### config.mk
export PLATFORM = sky130hd
export DESIGN_NAME = picosoc_busmux
export DESIGN_NICKNAME = d
export VERILOG_FILES = /design/src/rtl/picosoc_busmux.sv
export SDC_FILE = /design/constraint.sdc
export NUM_CORES = 1
export LEC_CHECK = 0
export ABC_AREA = 1
export CAP_MARGIN = 20
export CORE_ASPECT_RATIO = 0.5
export CORE_UTILIZATION = 39
export CTS_BUF_LIST = sky130_fd_sc_hd__clkbuf_16
export DETAILED_ROUTE_END_ITERATION = 10
export PLACE_DENSITY = 0.8
export SLEW_MARGIN = 20
export SYNTH_ARGS = -nofsm -noshare
export SYNTH_HDL_FRONTEND = slang
export SYNTH_SLANG_ARGS = --single-unit
### constraint.sdc
create_clock -name clk -period 1.7 [get_ports clk]
set_input_delay 0.34 -clock clk [delete_from_list [all_inputs] [get_ports clk]]
set_output_delay 0.34 -clock clk [all_outputs]
set_load 0.01 [all_outputs]
### src/rtl/picosoc_busmux.sv
// Address-decoded bus mux between one PicoRV32-style master and NUM_SLAVES slaves, with a miss/timeout error path.
// A hit responds at N+2 plus one cycle per slave wait state, a miss at N+1. One transaction at a time; slaves stall through s_ready.
module picosoc_busmux #(
  parameter int                        NUM_SLAVES     = 4,
  parameter logic [32*NUM_SLAVES-1:0]  SLV_BASE       = {32'h0300_0000, 32'h0200_0000, 32'h0010_0000, 32'h0000_0000},
  parameter logic [32*NUM_SLAVES-1:0]  SLV_MASK       = {32'hFF00_0000, 32'hFFFF_FFF0, 32'hFFF0_0000, 32'hFFFF_FC00},
  parameter int                        TIMEOUT_CYCLES = 255,
  parameter logic [31:0]               ERR_RDATA      = 32'hDEAD_BEEF
) (
  input  logic                         clk,
  input  logic                         resetn,
  input  logic                         m_valid,
  output logic                         m_ready,
  input  logic [31:0]                  m_addr,
  input  logic [31:0]                  m_wdata,
  input  logic [3:0]                   m_wstrb,
  output logic [31:0]                  m_rdata,
  output logic                         m_err,
  output logic [NUM_SLAVES-1:0]        s_valid,
  input  logic [NUM_SLAVES-1:0]        s_ready,
  output logic [31:0]                  s_addr,
  output logic [31:0]                  s_wdata,
  output logic [3:0]                   s_wstrb,
  input  logic [32*NUM_SLAVES-1:0]     s_rdata,
  output logic [31:0]                  err_addr,
  output logic [7:0]                   err_count,
  input  logic                         err_clr,
  output logic                         irq_buserr
);

  localparam int          SEL_W   = (NUM_SLAVES > 1) ? $clog2(NUM_SLAVES) : 1;
  localparam logic [15:0] TO_LAST = 16'(TIMEOUT_CYCLES - 1);

  typedef enum logic [1:0] {IDLE, ACTIVE, RESP} state_t;

  state_t                  state;
  logic [SEL_W-1:0]        sel;
  logic [15:0]             cnt;

  logic                    hit;
  logic [SEL_W-1:0]        hit_idx;
  logic [NUM_SLAVES-1:0]   hit_onehot;
  logic                    sel_ready;
  logic [31:0]             sel_rdata;
  logic                    timeout_hit;
  logic                    err_set;
  logic [31:0]             err_at;

  // Descending scan so the lowest matching index is the one left standing.
  always_comb begin
    hit        = 1'b0;
    hit_idx    = '0;
    hit_onehot = '0;
    for (int i = NUM_SLAVES - 1; i >= 0; i--) begin
      if ((m_addr & SLV_MASK[32*i +: 32]) == SLV_BASE[32*i +: 32]) begin
        hit        = 1'b1;
        hit_idx    = SEL_W'(i);
        hit_onehot = '0;
        hit_onehot[i] = 1'b1;
      end
    end
  end

  always_comb begin
    sel_ready = 1'b0;
    sel_rdata = '0;
    for (int i = 0; i < NUM_SLAVES; i++) begin
      if (SEL_W'(i) == sel) begin
        sel_ready = s_ready[i];
        sel_rdata = s_rdata[32*i +: 32];
      end
    end
  end

  always_comb begin
    timeout_hit = (TIMEOUT_CYCLES != 0) && (cnt == TO_LAST);
    err_set     = ((state == IDLE) && m_valid && !hit) ||
                  ((state == ACTIVE) && !sel_ready && timeout_hit);
    err_at      = (state == IDLE) ? m_addr : s_addr;
  end

  always_ff @(posedge clk or negedge resetn) begin
    if (!resetn) begin
      state      <= IDLE;
      sel        <= '0;
      cnt        <= '0;
      m_ready    <= 1'b0;
      m_err      <= 1'b0;
      m_rdata    <= '0;
      s_valid    <= '0;
      s_addr     <= '0;
      s_wdata    <= '0;
      s_wstrb    <= '0;
      err_addr   <= '0;
      err_count  <= '0;
      irq_buserr <= 1'b0;
    end else begin
      m_ready <= 1'b0;
      m_err   <= 1'b0;
      case (state)
        IDLE: begin
          if (m_valid) begin
            s_addr  <= m_addr;
            s_wdata <= m_wdata;
            s_wstrb <= m_wstrb;
            sel     <= hit_idx;
            cnt     <= '0;
            if (hit) begin
              s_valid <= hit_onehot;
              state   <= ACTIVE;
            end else begin
              m_ready <= 1'b1;
              m_err   <= 1'b1;
              m_rdata <= ERR_RDATA;
              state   <= RESP;
            end
          end
        end
        ACTIVE: begin
          // Ready is tested first so a completion in the last allowed cycle is not aborted.
          if (sel_ready) begin
            s_valid <= '0;
            m_ready <= 1'b1;
            m_rdata <= sel_rdata;
            state   <= RESP;
          end else if (timeout_hit) begin
            s_valid <= '0;
            m_ready <= 1'b1;
            m_err   <= 1'b1;
            m_rdata <= ERR_RDATA;
            state   <= RESP;
          end else begin
            cnt <= cnt + 16'd1;
          end
        end
        RESP:    state <= IDLE;
        default: state <= IDLE;
      endcase

      if (err_set) begin
        err_addr   <= err_at;
        irq_buserr <= 1'b1;
        if (err_count != 8'hFF) err_count <= err_count + 8'd1;
      end else if (err_clr) begin
        irq_buserr <= 1'b0;
      end
    end
  end

endmodule

==> After elaboration in Yosys (flattened, before gate mapping) <==
Cells that the tools add are included.
W data, S select, Z words.
{ "op_classes": {"addsub": 2, "n_mul": 0, "div": 0, "order_cmp": 0, "n_eq_ne": 15, "n_shift": 0, "n_mux": 49, "n_bitwise": 0, "n_reduce_logical": 18} }
{ "ops": {"columns": ["operator", "n"], "rows": [
  ["$mux W32", 9],
  ["$pmux W32 S2", 1],
  ["$mux W16", 3],
  ["$logic_not A32 Y1", 1],
  ["$mux W4", 8],
  ["$pmux W16 S2", 1],
  ["$eq A28 B22 Y1 const B", 1],
  ["$add A16 B1 Y16 const B", 1],
  ["$eq A16 B8 Y1 const B", 1],
  ["$mux W2", 8],
  ["$mux W1", 15],
  ["$eq A12 B1 Y1 const B", 1],
  ["$reduce_and A4 Y1", 3],
  ["$ne A2 B2 Y1 const B", 5],
  ["$add A8 B1 Y8 const B", 1],
  ["$eq A8 B2 Y1 const B", 1],
  ["$ne A8 B8 Y1 const B", 1],
  ["$pmux W4 S2", 1],
  ["$reduce_and A2 Y1", 3],
  ["$eq A2 B2 Y1 const A", 2],
  ["$logic_and A1 B1 Y1", 4],
  ["$logic_not A2 Y1", 2],
  ["$pmux W1 S2", 2],
  ["$pmux W2 S2", 1],
  ["6 further kinds", 8]
]} }
{ "totals": {"reg_bits": 167, "latch_bits": 0, "ram_bits": 0, "mem_bits_ro": 0, "inputBits": 204, "wordCells": 97, "n_memories": 0} }

==> Longest topological paths before layout <==
Gate-level depths: netlist of the first run.
{ "depth": {"word_depth": 10, "depth_mapped": 13, "ltp_nobuf": 12} }

==> Least setup slack after synthesis of the first run <==
OpenSTA, ideal clock, no wires.
{ "synth_path": {"path_type": "register to register", "startpoint": "reg sel[0]", "endpoint": "reg m_rdata[0]", "setup_ns": 0.117, "arrival_time_ns": 1.573, "setup_slack_ns": 0.010, "path_stages_with_launch": 11, "synth_period_minus_slack_ns": 1.690, "cell_sequence": "dfrtp_1 > buf_2 > nand2_1 > nor2_1 > o21ai_4 > inv_2 > a21oi_4 > nand2_4 > buf_6 > nand2_1 > nand2_1"} }
{ "synth_via": {"elab_chain_cells": 7} }
{ "synth_rtl": {"columns": ["element", "line", "rtl"], "rows": [
  ["from (decl)", "37", "logic [SEL_W-1:0] sel;"],
  ["from (signal assigned)", "106", "sel <= hit_idx;"],
  ["$logic_not A2 Y1", "68", "if (SEL_W'(i) == sel) begin"],
  ["$mux W1 / $mux W32 (equally long branches) (4 in series)", "68", null],
  ["$ne A3 B3 Y1 (no source line) / $mux W32 (equally long branches)", null, null],
  ["$reduce_and A4 Y1 (no source line) / $pmux W32 S2 (equally long branches)", null, null],
  ["to (signal assigned)", "124", "m_rdata <= sel_rdata;"],
  ["to (decl)", "17", "output logic [31:0] m_rdata,"]
]} }
Several ways; a longest one is shown, not always the timed one.
A chain may end at the register's enable or synchronous reset.

==> Worst setup path after layout of the first run <==
{ "layout_path": {"startpoint": "reg sel[0]", "endpoint": "reg m_rdata[12]"} }
Same word-level chain as after synthesis.

==> impl_results.md, run 1 <==
* PD cells at 809 nW/µm²
* Wire length per cell at 17.8 µm
* Ys async rst share at 1.00
* Final net count at 1745
* # fillers at 1538
* Critical path cell sequence: nor2_2, nand2_1, nand3_2, o21ai_4, inv_2, a21oi_4, buf_12, buf_12, nand2_8, nand2_2, nand2_1
* Cell area after synthesis at 8340 µm²
* Global-route usage over all layers at 0.281
* Buffers on Ports at 350
* Initial Util at 0.402
* # setup viols final at 88
* Yosys warnings at 0
* Grt ovf at 0
* Synth Area in Simple Gates at 0.320
* Die span in y at 105 µm
* Worst EP required at about 2000 ps
* Final worst slack at -192 ps
* Synth unique cells at 34
* Initial DRC count at between 900 and 1000
* Count of state elements after synthesis at 167
* Clock skew at between 15 and 20 ps
* Cell taking the most area after synthesis: dfrtp_1
* CP Launch Type: flip-flop
* Area share of xor/xnor cells in the synthesized design at 0.0210
* WHS at 225 ps
* Worst hold path class: in2reg
* Initial antenna violation count at 0
* Max Cap Viol at 0
* Synth top cells by count: 439 x nand2_1, 167 x dfrtp_1, 100 x nor2_1
* Vias in the first global route at 9283
* Top-Level Pins at roughly 350
* Post-route antenna net violation count at 0
* Vias per cell at 5.21
* Global-route wire length before repair at about 49 mm
* Unrepaired setup endpoints after global routing: true
* Power, Total at between 0.01 and 0.015 W
* Final HPWL DP at between 20 and 25 mm
* Status: complete, but fails checks
* Routed via count at 9510
* Core area at approximately 21000 µm²
* Type of the worst setup path: reg2reg
* Slew margin rel. at 0.666
* Largest net degree at the start of global routing at 66
* Synth top area cells: dfrtp_1 50%, nand2_1 20%, nand3_1 5.8%, nor2_1 4.5%, o21ai_0 4.0%
* Fin util at 0.702
* CP max FO at 7
* Mux contribution to synthesized area at 0.00120
* Fin crit share at 1.11
* Compound-Gate Fraction of Synth Area at 0.0951
* Clk buf depth at 2
* CP peak stage delay at 510 ps
* Clock latency on the worst-skew pair at 440 ps
* CP Data Arrival Time at 2200 ps
* Die area at around 22000 µm²
* DIE WIDTH at 209 µm
* Hold Violations, Final at 0
* Cell count after synthesis at 1098
* Most frequent cell after synthesis: nand2_1
* DRC at 0
* Setup WS pre-CTS at -708 ps
* Syn nets at 1305
* Sequential-to-total area share from yosys stat at 0.501
* CTS tree: built
* Primary FF master, synth: dfrtp_1
* Total iterations of the first detailed-routing run at 7
* Worst Max-Slew Pin Slew at between 500 and 600 ps
* LEAKAGE at 7.65 nW
* Area grow syn2layout at 74.5%
* Failing checks: setup timing
* Largest family of logic cells by synthesized area: simple AND/OR/NAND/NOR gates
* RD Place Congestion at 0.916
* Post-Synth Adder-Cell Area at 0.00450
* Yosys top cell area share at 0.501
* Slew Viols, Final at 0
* # diodes at 0
* H-Tree Depth at 4
* CTS buffer count at 17
* Max Freq at 529 MHz
* Worst Setup End Kind: flip-flop
* Layout cells sized above 1 at 0.183
* Row cnt at 37
* Clock slew at reported path FFs at 80 ps
* Final wirelength at 32.5 mm
* Sinks on Clock Net at about 170
* Post-route minimum period at 1890 ps
* Root Buffer: clkbuf_16
* Max rail drop VDD at 0.586 mV
* Avg Synthesized Cell Area at 7.60 µm²
* Post-synth EDFFs at 0
* Slowest CP cell: dfrtp_2
cell type report:
type	count	area (µm²)	share of cell area
repair buffers	476	5000	0.344
multi-input cells	819	4210	0.289
flip-flops and latches	167	4180	0.287
clock buffers	17	425	0.0292
well taps	273	342	0.0235
inverters	57	216	0.0149
clock inverters	15	176	0.0121
per-stage QoR:
stage | std cells | cell area, µm² | TNS [ps]
final | 1824 | 14600 | -7100
after global routing | 1824 | 14600 | -13400
after CTS | 1811 | 14000 | -3930
after detailed placement | 1752 | 12800 | -50900
after global placement | 1752 | 12800 | -43580
after floorplan | 1098 | 8340 | 0
final timing paths:
kind | from | to | slack, ps | cells after the start
max reg2reg | sel[0]$_DFFE_PN0P_ | m_rdata[12]$_DFFE_PN0P_ | -190 | 11
min reg2reg | s_wdata[13]$_DFFE_PN0P_ | s_wdata[13]$_DFFE_PN0P_ | 480 | 2
min | m_addr[7] | s_addr[7]$_DFFE_PN0P_ | 230 | 3
min in group asynchronous | resetn | m_rdata[17]$_DFFE_PN0P_ | 430 | 2
max | sel[0]$_DFFE_PN0P_ | m_rdata[12]$_DFFE_PN0P_ | -190 | 11
max in group asynchronous | resetn | s_wdata[17]$_DFFE_PN0P_ | 670 | 3
what timing repair did:
action | CTS | global route
setup endpoints to repair | 177 | 146
cloned | 9 | 5
setup buffers | 18 | 12
gates resized for setup | 184 | 150
pin swaps | 30 | 27
endpoints found under the hold margin | 37 | 0
hold buffers | 1 | 0
logic make-up after synthesis:
| logic type | count (synthesis) |
|---|---|
| AO/OA/AOI/OAI | 132 |
| XOR/XNOR | 20 |
| adder cells (fa/ha/maj) | 3 |
| buffers and inverters | 115 |
| flip-flops | 167 |
| multiplexers | 1 |
| AND/OR/NAND/NOR | 660 |
report_power, final:
part	switching (W)	internal [W]
Sequential	0.000331	0.00445
Combinational	0.00148	0.00160
Clock	0.00193	0.00199
Total	0.00374	0.00804
cell usage in the layout (no fill, tap or decap), types with 7 or more instances in the layout:
master | Yosys | routed
nor2_4 | 0 | 8
inv_1 | 54 | 51
buf_4 | 4 | 82
nand3_2 | 1 | 13
nand2_2 | 1 | 40
nand3_1 | 97 | 82
clkbuf_16 | 0 | 20
dlygate4sd2_1 | 0 | 87
nand2_4 | 2 | 10
nor2_1 | 100 | 74
dlymetal6s2s_1 | 0 | 69
nor2_2 | 4 | 22
o21ai_1 | 1 | 11
nand4_1 | 7 | 7
a221oi_1 | 24 | 19
buf_6 | 2 | 11
xor2_1 | 17 | 17
a21oi_1 | 32 | 32
o21ai_0 | 66 | 53
dfrtp_1 | 167 | 164
buf_12 | 0 | 21
nand2_1 | 439 | 390
clkdlybuf4s50_1 | 0 | 193
flip-flops by register name, summed over array words and instances, names as in the netlist:
name and flops:
cnt 16, err_count 8, err_addr 32, s_addr 32, sel 2, irq_buserr 1, m_rdata 32, m_ready 1
state 2, s_wstrb 4, s_valid 4, m_err 1, s_wdata 32
metal layers:
metal | GRT usage | up-vias | wire [µm]
li1 | - | 4416 | -
met1 | 0.357 | 4599 | 13300
met2 | 0.477 | 408 | 16000
met3 | 0.0489 | 87 | 2070
met4 | 0.115 | 0 | 1130
met5 | 0 | - | 0
worst max-delay path, delay by kind of cell, from the launching register on:
family / cells / cell delay [ps]
simple gates: 6 / 570
flops: 1 / 510
buf+inv: 3 / 360
compound gates: 2 / 300
No activity file was read; power rests on OpenSTA's default activity.
==> inputs of run 2 (changes only) <==
Settings changed: CORE_UTILIZATION 39 to 25, PLACE_DENSITY 0.8 to 0.57.
==> run 2 against run 1 <==
The run still ends with setup timing left. Clock-buffer cell count stayed put. Combinational power is 7.1% lower. Setup slack better by 99 ps. Critical path type unchanged. Largest power group unchanged. Highest routed layer unchanged.
==> impl_results.md, run 2 (synthesized netlist as in run 1, its figures left out) <==
* Status: complete, but fails checks
* Failing checks: setup timing
* H-Tree Depth at 4 (unchanged)
* Die span in y at 131 µm (+24%)
* Max Freq at 558 MHz (+5.5%)
* Post-Place Cells at 1908 (+8.9%)
* Clock slew at reported path FFs at 70 ps (about the same)
* Worst Setup End Kind: flip-flop
* DRC at 0 (unchanged)
* WHS at 231 ps (+5.23 ps)
* Hold Violations, Final at 0 (unchanged)
* Non-filler cells, final at 1985 (+8.8%)
* Register area at 4180 µm² (unchanged)
* Buffers on Ports at 350 (unchanged)
* Final net count at 1746 (+0.057%)
* Row cnt at 46 (+24%)
* Post-route antenna net violation count at 0 (unchanged)
* Final wirelength at 34.1 mm (+4.9%)
* Setup WS pre-CTS at -721 ps (-13.1 ps)
* CP Data Arrival Time at 2140 ps (-60 ps)
* Clock latency on the worst-skew pair at 450 ps (about the same)
* Initial Util at 0.259 (-0.143)
* # setup viols final at 79 (-10%)
* Slew Viols, Final at 0 (unchanged)
* Vias per cell at 4.63 (-11%)
* Final worst slack at -92.2 ps (+99.4 ps)
* Type of the worst setup path: reg2reg
* Hold Path Depth at 3 (unchanged)
* Worst hold path class: in2reg
* Max Cap Viol at 0 (unchanged)
* Global-route wire length before repair at 51.3 mm (+5.2%)
* Critical path cell sequence: nor2_2, nand4_1, nor2_2, nand3_2, nand2_4, buf_12, nand2_8, nand2_1, nand2_1
* Initial DRC count at 568 (-40%)
* Wire length per cell at 17.2 µm (-3.6%)
* Routed via count at 9185 (-3.4%)
* CP Launch Type: flip-flop
* Multi-input gate area at 4280 µm² (+1.5%)
* Layout cells sized above 1 at 0.194 (+0.0108)
* Root Buffer: clkbuf_16
* Worst EP required at 2040 ps (+30 ps)
* Area grow syn2layout at 75.1%
* Initial antenna violation count at 1 (+1)
* Largest net degree at the start of global routing at 66 (unchanged)
* Final HPWL DP at 24.0 mm (+10%)
* Grt ovf at 0 (unchanged)
* CTS buffer count at 17 (unchanged)
* DIE WIDTH at 260 µm (+25%)
* Total iterations of the first detailed-routing run at 5 (-2)
* Global-route usage over all layers at 0.193 (-0.0876)
* Most common cell after layout, fill and taps aside: nand2_1
* Fin crit share at 1.05 (-0.0585)
* RD Place Congestion at 0.865 (-5.6%)
* Post-route minimum period at 1790 ps (-99.4 ps)
* Unrepaired setup endpoints after global routing: true
* CP max FO at 8 (+1)
* Sinks on Clock Net at 167 (unchanged)
* LEAKAGE at 7.25 nW (-5.3%)
* Max rail drop VDD at 0.715 mV (+22%)
* Top-Level Pins at 351 (unchanged)
* Clock skew at 10.4 ps (-6.53 ps)
* CTS tree: built
* Worst Max-Slew Pin Slew at 423 ps (-78.0 ps)
* PD cells at 802 nW/µm² (-0.98%)
* R2R Setup Slk at -90 ps (+100 ps)
* Most frequent cells in the layout: 376 x nand2_1, 186 x clkdlybuf4s50_1, 164 x dfrtp_1
* # fillers at 3170 (+110%)
* Clk buf depth at 2 (unchanged)
* Slowest CP cell: dfrtp_1
* Vias in the first global route at 8876 (-4.4%)
* Core area at 32200 µm² (+55%)
* CP peak stage delay at 390 ps (-120 ps)
* Slew margin rel. at 0.716 (+0.0499)
* R2R cell count at 9 (-2)
* Die area at 34100 µm² (+55%)
* Power, Total at 0.0117 W (-0.69%)
-- run 2: path summary, 6_finish.rpt --
check / from / to
setup / recovery: cnt[8]$_DFFE_PN0P_ / err_count[2]$_DFFE_PN0P_
hold / removal: m_addr[11] / s_addr[11]$_DFFE_PN0P_
setup reg to reg: cnt[8]$_DFFE_PN0P_ / err_count[2]$_DFFE_PN0P_
hold reg to reg: err_addr[6]$_DFFE_PN0P_ / err_addr[6]$_DFFE_PN0P_
max in group asynchronous: resetn / err_count[3]$_DFFE_PN0P_
min in group asynchronous: resetn / s_wdata[12]$_DFFE_PN0P_
-- run 2: layout make-up --
type / instances / share of cell area
Multi-Input combinational cell: 819 / 0.293
Timing Repair Buffer: 477 / 0.328
Clock buffer: 17 / 0.0291
Inverter: 57 / 0.0154
Clock inverter: 15 / 0.0114
Sequential cell: 167 / 0.286
Antenna cell: 1 / 0.000171
Tap cell: 432 / 0.0370
-- run 2: through the flow --
stage / utilization / TNS, ps / instance area [µm²]
global placement: 0.400 / -50840 / 12900
detailed placement: 0.400 / -52080 / 12900
floorplan: - / 0 / 8340
finish: 0.453 / -3830 / 14600
CTS: 0.432 / -1340 / 13900
global route: 0.453 / -8810 / 14600
-- run 2: critical path, delay by kind of cell, from the launching register on --
family	cells	cell delay, ps
AND/OR/NAND/NOR	8	1140
flip-flops	1	390
buffers and inverters	1	150
-- run 2: layer usage --
layer | up-vias | track usage | wire [µm]
li1 | 4435 | - | -
met1 | 4503 | 0.239 | 14200
met2 | 201 | 0.344 | 18000
met3 | 46 | 0.0268 | 1130
met4 | 0 | 0.0621 | 697
met5 | - | 0 | 0
-- run 2: power by group --
group	total [W]	internal, W	switching, W
Sequential	0.00479	0.00445	0.000339
Combinational	0.00287	0.00143	0.00144
Clock	0.00404	0.00220	0.00184
Total	0.0117	0.00809	0.00362
-- run 2: what timing repair did --
item | CTS | global route
hold buffers | 1 | 0
pin swaps | 31 | 31
endpoints found under the setup margin | 222 | 100
resized for setup | 226 | 131
gates cloned | 8 | 8
endpoints found under the hold margin | 30 | 0
buffers inserted | 20 | 12
==> inputs of run 3 (changes only) <==
Settings changed: DONT_BUFFER_PORTS from default to 1, PLACE_DENSITY 0.57 to 0.43.
==> run 3 against run 2 <==
The flow finishes with violations (hold timing, setup timing). Non-clock buffer count down 332. Die area unchanged. Setup slack worse by 4.3 ps. Final cell count down 17%. Total power down 11%. Clock power down 3%. Register-to-register slack about the same. Core utilization down 12 points. Routed wire length down 9.3%. Critical path depth up 3. Clock-buffer cell count unchanged. Largest power group unchanged.
==> impl_results.md, run 3 (synthesized netlist as in run 1, its figures left out) <==
* Initial DRC count at 494 (-13%)
* Clk buf depth at 2 (unchanged)
* Max Freq at 557 MHz (-0.24%)
* Hold Buf Count CTS at 37 (+36)
* Placed Area at 9420 µm² (-27%)
* Global-route usage over all layers at 0.180 (-0.0139)
* Max Cap Viol at 0 (unchanged)
* Fin crit share at 1.06 (+0.00252)
* Wire length per cell at 18.7 µm (+9.1%)
* H-Tree Depth at 4 (unchanged)
* DIE WIDTH at 260 µm (unchanged)
* WHS at -422 ps (-652 ps)
* Buffers on Ports at 0 (-100%)
* Initial antenna violation count at 0 (-1)
* Final HPWL DP at 21.5 mm (-10%)
* Worst hold path class: in2async
* Post-route minimum period at 1800 ps (+4.29 ps)
* CP Launch Type: flip-flop
* R2R Setup Slk at -100 ps (about the same)
* Die area at 34100 µm² (unchanged)
* Failing checks: hold timing, setup timing
* Power, Total at 0.0104 W (-11%)
* Post-Place Cells at 1567 (-18%)
* Largest net degree at the start of global routing at 168 (+150%)
* CP Data Arrival Time at 2180 ps (+40 ps)
* R2R Path Start: sel[1]$_DFFE_PN0P_
* Sinks on Clock Net at 167 (unchanged)
* Top-Level Pins at 351 (unchanged)
* Final net count at 1412 (-19%)
* CTS buffer count at 17 (unchanged)
* Unrepaired setup endpoints after global routing: true
* Total iterations of the first detailed-routing run at 7 (+2)
* Most common cell after layout, fill and taps aside: nand2_1
* Core area at 32200 µm² (unchanged)
* Area grow syn2layout at 30.1%
* Post-route antenna net violation count at 0 (unchanged)
* Worst Max-Slew Pin Slew at 400 ps (-23.1 ps)
* Grt ovf at 0 (unchanged)
* Global-route wire length before repair at 46.6 mm (-9.3%)
* Status: complete, but fails checks
* # fillers at 3419 (+7.9%)
* Slew margin rel. at 0.732 (+0.0155)
* Worst reg2reg endpoint: m_rdata[3]$_DFFE_PN0P_
* Clock latency on the worst-skew pair at 450 ps (about the same)
* CTS tree: built
* Root Buffer: clkbuf_16
* Die span in y at 131 µm (unchanged)
* Worst EP required at 2090 ps (+50 ps)
* Row cnt at 46 (unchanged)
* Final wirelength at 30.9 mm (-9.3%)
* Routed via count at 7792 (-15%)
* Clock skew at 9.00 ps (-1.41 ps)
* RD Place Congestion at 0.827 (-4.3%)
* CP peak stage delay at 390 ps (about the same)
* Final Cell Area at 10900 µm² (-26%)
* Most frequent cells in the layout: 429 x nand2_1, 166 x dfrtp_1, 96 x nor2_1
* Vias in the first global route at 7609 (-14%)
* PD cells at 957 nW/µm² (+19%)
* Worst Setup End Kind: flip-flop
* Non-filler cells, final at 1650 (-17%)
* Clock slew at reported path FFs at 70 ps (about the same)
* Slew Viols, Final at 0 (unchanged)
* Vias per cell at 4.72 (+2.1%)
* Most used cell, CP: buf_6
* # diodes at 0 (-1)
* Hold Violations, Final at 167 (+167)
* Slowest CP cell: dfrtp_1
* Max rail drop VDD at 0.543 mV (-24%)
* # setup viols final at 32 (-59%)
* DRC at 0 (unchanged)
* Setup WS pre-CTS at -276 ps (+446 ps)
* Final worst slack at -96.4 ps (-4.29 ps)
* R2R cell count at 12 (+3)
* LEAKAGE at 5.28 nW (-27%)
* CP max FO at 7 (-1)
* Layout cells sized above 1 at 0.161 (-0.0330)
* Type of the worst setup path: reg2reg
* Critical path cell sequence: buf_6, nor2_4, nand2_2, nand3_2, buf_6, o21ai_4, inv_2, a21oi_4, buf_12, clkbuf_16, nand3_1, nand2_1
* Initial Util at 0.259 (unchanged)
==> run 3: cell count changes in the layout (fill, tap and decap cells not counted), moves of 10 or more <==
cell and change:
buf_12 -10, dlygate4sd2_1 -145, nor2_1 +19, clkdlybuf4s50_1 -186, nand2_1 +53, dlygate4sd3_1 +36
nor2_2 -16, nand2_2 -47, dlymetal6s2s_1 -18
==> run 3: power breakdown <==
part	switching, W	leakage, nW	internal [W]	total [W]
Sequential	0.000671	2.08	0.00445	0.00512
Combinational	0.000755	2.91	0.000574	0.00133
Clock	0.00188	0.284	0.00205	0.00393
==> run 3: worst max path at each step <==
stage,end,start
6_report,m_rdata[3]$_DFFE_PN0P_,sel[1]$_DFFE_PN0P_
5_1_grt,m_rdata[0]$_DFFE_PN0P_,sel[1]$_DFFE_PN0P_
4_1_cts,m_rdata[0]$_DFFE_PN0P_,sel[1]$_DFFE_PN0P_
3_5_place_dp,m_rdata[0]$_DFFE_PN0P_,m_addr[26]
3_3_place_gp,m_rdata[0]$_DFFE_PN0P_,m_addr[4]
2_1_floorplan,m_rdata[0]$_DFFE_PN0P_,sel[0]$_DFFE_PN0P_
==> run 3: timing repair <==
action,4_1_cts,5_1_grt
gates resized for setup,41,32
endpoints found under the setup margin,83,96
gates cloned,3,3
hold endpoints to repair,204,167
pin swaps,6,11
buffers inserted,4,4
==> run 3: layout make-up <==
type / instances / area [µm²] / share of cell area
timing repair buffer: 145 / 1420 / 0.131
clock buffer: 17 / 425 / 0.0392
sequential: 167 / 4180 / 0.385
clock inverter: 15 / 149 / 0.0137
tap: 432 / 541 / 0.0498
multi-input combinational: 817 / 3920 / 0.361
inverter: 57 / 219 / 0.0202
==> run 3: per-layer routing <==
metal | vias up | wire [µm] | global-route usage
li1 | 3752 | - | -
met1 | 3812 | 12900 | 0.216
met2 | 192 | 15600 | 0.306
met3 | 36 | 1640 | 0.0507
met4 | 0 | 733 | 0.0608
met5 | - | 0 | 0
==> run 3: metrics by stage <==
stage	util	TNS [ps]	hold WS, ps
after floorplan	-	0	44.4
after detailed placement	0.292	-14780	48.7
after CTS	0.330	-877	-452
final	0.337	-2210	-422
after global placement	0.292	-14850	47.8
after global routing	0.337	-8210	-461
==> run 3: worst max-delay path, delay by kind of cell (launching register included) <==
| kind | cells | cell delay [ps] |
|---|---|---|
| compound gates | 2 | 300 |
| buf+inv | 5 | 700 |
| flops | 1 | 390 |
| simple gates | 5 | 320 |
